File: config.mk
export PLATFORM = sky130hd
export DESIGN_NAME = seg7_scan_ctrl
export DESIGN_NICKNAME = d
export VERILOG_FILES = /design/src/rtl/seg7_scan_ctrl.sv
export SDC_FILE = /design/constraint.sdc
export NUM_CORES = 1
export LEC_CHECK = 0
export ABC_CLOCK_PERIOD_IN_PS = 2820
export CORE_MARGIN = 1.5
export CORE_UTILIZATION = 40
export DETAILED_ROUTE_END_ITERATION = 8
export GPL_TIMING_DRIVEN = 0
export PLACE_DENSITY = 0.59
export SLEW_MARGIN = 20
export SYNTH_ARGS = -nofsm -noshare
export SYNTH_HDL_FRONTEND = slang
export SYNTH_SLANG_ARGS = --single-unit
export TNS_END_PERCENT = 10
File: constraint.sdc
create_clock -name clk -period 2.82 [get_ports clk]
set_input_delay 0.846 -clock clk [delete_from_list [all_inputs] [get_ports clk]]
set_output_delay 0.846 -clock clk [all_outputs]
set_load 0.05 [all_outputs]
File: src/rtl/seg7_scan_ctrl.sv
// Multiplexed 4-digit BCD display scanner with a double-buffered word load.
// Slot timing is free-running in SCAN; blanking and bad digits only mask outputs.
//
//   state | meaning
//   OFF   | display dark, div/idx parked at 0, a pending word applies next cycle
//   SCAN  | cycling digit slots, a pending word applies at the frame boundary
module seg7_scan_ctrl #(
    parameter int SCAN_DIV = 1000,
    parameter bit LZB      = 1'b1
) (
    input  logic        clk,
    input  logic        reset_n,
    input  logic        enable,
    input  logic        in_valid,
    input  logic [15:0] in_data,
    output logic        in_ready,
    output logic [3:0]  bcd,
    output logic [3:0]  dig_sel,
    output logic        frame_done,
    output logic        err
);

    localparam int DIV_W = (SCAN_DIV < 2) ? 1 : $clog2(SCAN_DIV);
    localparam logic [DIV_W-1:0] DIV_LAST = DIV_W'(SCAN_DIV - 1);

    typedef enum logic {
        ST_OFF  = 1'b0,
        ST_SCAN = 1'b1
    } state_t;

    state_t           r_state;
    state_t           w_state_nxt;
    logic [DIV_W-1:0] r_div;
    logic [DIV_W-1:0] w_div_nxt;
    logic [1:0]       r_idx;
    logic [1:0]       w_idx_nxt;
    logic [15:0]      r_active;
    logic [15:0]      r_shadow;
    logic             r_pending;

    logic             w_tick;
    logic             w_frame_end;
    logic             w_accept;
    logic             w_apply;
    logic [3:0]       w_dig [4];
    logic [3:0]       w_bad;
    logic [3:0]       w_blank;
    logic [3:0]       w_show;

    always_ff @(posedge clk or negedge reset_n) begin
        if (!reset_n) begin
            r_state <= ST_OFF;
            r_div   <= '0;
            r_idx   <= '0;
        end else begin
            r_state <= w_state_nxt;
            r_div   <= w_div_nxt;
            r_idx   <= w_idx_nxt;
        end
    end

    assign w_tick = (r_state == ST_SCAN) && (r_div == DIV_LAST);
    // An enable drop abandons the slot, so the boundary needs enable still high.
    assign w_frame_end = w_tick && (r_idx == 2'd3) && enable;

    always_comb begin
        w_state_nxt = r_state;
        w_div_nxt   = r_div;
        w_idx_nxt   = r_idx;
        case (r_state)
            ST_OFF: begin
                w_div_nxt = '0;
                w_idx_nxt = '0;
                if (enable) begin
                    w_state_nxt = ST_SCAN;
                end
            end
            ST_SCAN: begin
                if (!enable) begin
                    w_state_nxt = ST_OFF;
                    w_div_nxt   = '0;
                    w_idx_nxt   = '0;
                end else if (w_tick) begin
                    w_div_nxt = '0;
                    w_idx_nxt = r_idx + 2'd1;
                end else begin
                    w_div_nxt = r_div + DIV_W'(1);
                end
            end
            default: begin
                w_state_nxt = ST_OFF;
                w_div_nxt   = '0;
                w_idx_nxt   = '0;
            end
        endcase
    end

    assign w_accept = in_valid && !r_pending;
    assign w_apply  = r_pending && ((r_state == ST_OFF) || w_frame_end);

    // accept and apply are mutually exclusive: one needs pending low, the other high.
    always_ff @(posedge clk or negedge reset_n) begin
        if (!reset_n) begin
            r_active  <= '0;
            r_shadow  <= '0;
            r_pending <= 1'b0;
        end else begin
            if (w_apply) begin
                r_active  <= r_shadow;
                r_pending <= 1'b0;
            end
            if (w_accept) begin
                r_shadow  <= in_data;
                r_pending <= 1'b1;
            end
        end
    end

    always_comb begin
        for (int i = 0; i < 4; i++) begin
            w_dig[i] = r_active[4*i +: 4];
            w_bad[i] = (w_dig[i] > 4'd9);
        end
    end

    always_comb begin
        w_blank    = '0;
        w_blank[3] = LZB && (w_dig[3] == 4'd0);
        w_blank[2] = LZB && (w_dig[3] == 4'd0) && (w_dig[2] == 4'd0);
        w_blank[1] = LZB && (w_dig[3] == 4'd0) && (w_dig[2] == 4'd0) && (w_dig[1] == 4'd0);
        w_show     = ~w_bad & ~w_blank;
    end

    always_comb begin
        dig_sel = '0;
        bcd     = '0;
        if ((r_state == ST_SCAN) && w_show[r_idx]) begin
            dig_sel = 4'b0001 << r_idx;
            bcd     = w_dig[r_idx];
        end
    end

    assign frame_done = w_frame_end;
    assign err        = |w_bad;
    assign in_ready   = !r_pending;

endmodule

==> out/summary.txt <==
Status: complete, no violations
Cell Pwr Density: 735.2 mW/mm^2
Final min period: 2758 ps
Fraction of layout cells with a size suffix above 1: 38.86%
Clock skew: 11.62 ps
1st-iter DRT viols: 127
Comb power frac: 30.5%
Critical path fanouts, max: 10
Worst path top cell family by delay: buffers and inverters
Share of the synthesized area in the top cell type: 52.07%
Lkg Pwr: 1.210 nW
Asr flop ratio synth: 100.0%
Relative slew margins: 55.26%
GR Overflow Total: 0
Syn. warnings: 0
Startpoint types: register
H-tree levels: 2
Max-Cap Viols: 0
CP cell instances: buf_4, nor4b_4, nand4_1, o311ai_4, buf_12, nor3b_1, buf_4
CP max-delay cell: dfrtp_1
Post-route antenna net violation count: 0
Gr usage total: 15.59%
Largest stage delay, worst path: 390 ps
RSZ-0062 raised after global routing: true
Post-synthesis cell type count: 32
Clk sink count: 46
Setup crit end kind: primary output
Top cells by count, synth: dfrtp_1 (46), mux2_2 (23), nor2_1 (16)
Critical path depth in cells: 7
Vias in the first global route: 1,496
DP Worst Slack: -591.0 ps
Post-synthesis area per instance: 13.24 sq um
Die height: 77.35 um
Final wirelength: 4.323 mm
CP Data Arrival Time: 1910 ps
Mapped Cells: 167
CTS tree: done
Synth area leader: dfrtp_1
Final Util: 55.79%
Buf/Inv on CP: 3
Design area: 0.002904 sq mm
PortBufs: 30
Area of the mapped netlist: 0.002211 sq mm
Final setup viols: 0
Detail Placement HPWL: 3.091 mm
Vias per inst: 5.139
Syn Nets: 192
Met3 WL post-DR: 141 um
Starting density of the core: 42.48%
Core ar.: 0.005205 sq mm
DP Area: 0.002614 sq mm
WL met2: 2.210 mm
First-pass GRT wire length: 7.245 mm
Largest net degree at the start of global routing: 35
Die area: 0.005982 sq mm
Post-synth EDFFs: 0
Net Sw Frac: 32.41%
Max Slew Vio Count: 0
Worst-skew pair later-pin latency: 300 ps
Post-synthesis sequential area ratio: 52.07%
Hold Path Class: in2async
# nets final: 235
Most instantiated library cell after synthesis: dfrtp_1
Setup CP Type: reg2out
Reg power frac: 46.9%
Clock network power share: 22.6%
Maximum root-to-sink buffer count: 2
Main area contributors after synthesis: dfrtp_1 (52%), mux2_2 (12%), mux2_4 (6.1%)
Final Hold Vio Count: 0
Top_reg_cell synth: dfrtp_1
Yosys reg bits: 46
Initial antenna violation count: 0
Worst VDD drop: 0.3539 mV
Metal1 wirelength: 1.912 mm
Final cycle utilization of the critical path: 97.79%
Layout area overhead: 31.35%
Top sig layer: met4
GP Congestion: 0.8179
Internal: 1.443 mW
CP required: 1970 ps
Vias: 1,444
Worst-Margin Slew: 665.0 ps
Rows: 26
Root Buffer Master: clkbuf_8
Fmax: 362.6 MHz
Inserted Clock Buffers: 5
N_diodes: 0
DRC Markers: 0
Most used cell, CP: buf_4
Chip Width: 77.35 um
Sw Pwr: 0.6920 mW
First drt pass iteration count: 4
I/O pin count: 31
Final worst slack: 62.22 ps
Worst reg-to-reg path cell count: 6
Drt wl/cell: 15.38 um
Worst-path clk slew: 90 ps
power groups by stage:
stage	Sequential [mW]	Combinational, mW	Clock, mW
after global placement	0.969	0.570	0
after detailed placement	0.978	0.585	0
after CTS	0.980	0.593	0.499
after global routing	1.02	0.694	0.524
final	1.00	0.652	0.483
after floorplan	0.917	0.442	0
cell type report:
cell class	count	area (sq um)
Clock buffer	6	72.57
Sequential cell	46	1152
Buffer	6	43.79
Timing Repair Buffer	36	374.1
Clock inverter	2	37.54
Tap cell	70	87.58
Multi-Input combinational cell	108	1110
Fill cell	425	2301
Inverter	7	26.28
timing repair:
item	CTS	global route
resized for setup	62	41
buffers inserted	2	3
setup endpoints to repair	9	9
pin swaps	2	3
hold buffers	0	0
gates cloned	0	0
worst reg2reg max path, cell delays in order (launching register included):
cell and delay [ps]:
dfrtp_1 430, ha_1 290, nand4b_2 170, nor4_1 590, or2_2 220, buf_2 200
nor2_1 80
kinds of logic (layout without fill, tap and decap cells):
logic type / count (synthesis) / after routing / synth area share (%)
AOI/OAI and AO/OA: 10 / 10 / 3.905
muxes: 37 / 37 / 22.35
DFF: 46 / 46 / 52.07
and+or+nand+nor: 47 / 47 / 12.56
adders and majority gates: 5 / 5 / 2.830
xor gates and xnor gates: 9 / 9 / 3.565
buffers and inverters: 13 / 57 / 2.717
metrics by stage:
step                      setup TNS [ps]  cells  power, mW  hold WS (ps)
after detailed placement           -4475    268      1.563         495.0
after CTS                         -218.7    278      2.071         418.4
final                                  0    281      2.135         415.2
after global routing              -101.6    281      2.241         434.5
after floorplan                    -2137    167      1.359         473.5
after global placement            -15490    267      1.539         488.3
cell usage in the layout, fill, tap and decap left out, types with 3 or more instances in the layout:
master / n
clkbuf_8: 5
mux4_2: 4
inv_1: 7
xor2_1: 5
mux2_4: 9
nor2_1: 16
mux2_2: 23
clkdlybuf4s50_1: 18
xnor2_1: 4
nor3b_2: 6
nor4_4: 3
nand2_1: 3
dfrtp_1: 45
buf_4: 6
buf_6: 10
nand4_1: 3
ha_1: 5
nand3_1: 5
o21a_1: 3
buf_2: 3
sequential cells by signal, indices dropped and copies added (netlist names):
name	cells
r_active	16
r_shadow	16
r_div	10
r_idx	2
r_pending	1
r_state	1
layer usage:
metal / track usage (%) / vias up
met5: 0 / -
met4: 6.000 / 0
met3: 3.765 / 6
met2: 25.09 / 26
met1: 20.34 / 736
li1: - / 676
path summary, 6_finish.rpt:
path | slack, ps | end | startpoint
worst max register to register | 730 | r_div[6] | r_div[0]
max in group asynchronous | 1910 | r_active[12] | reset_n
worst min register to register | 510 | r_active[10] | r_shadow[10]
min in group clk | 510 | r_active[10] | r_shadow[10]
worst max-delay path | 60 | dig_sel[2] | r_idx[0]
worst min-delay path | 420 | r_div[5] | reset_n
(Power assumes the default switching activity.)
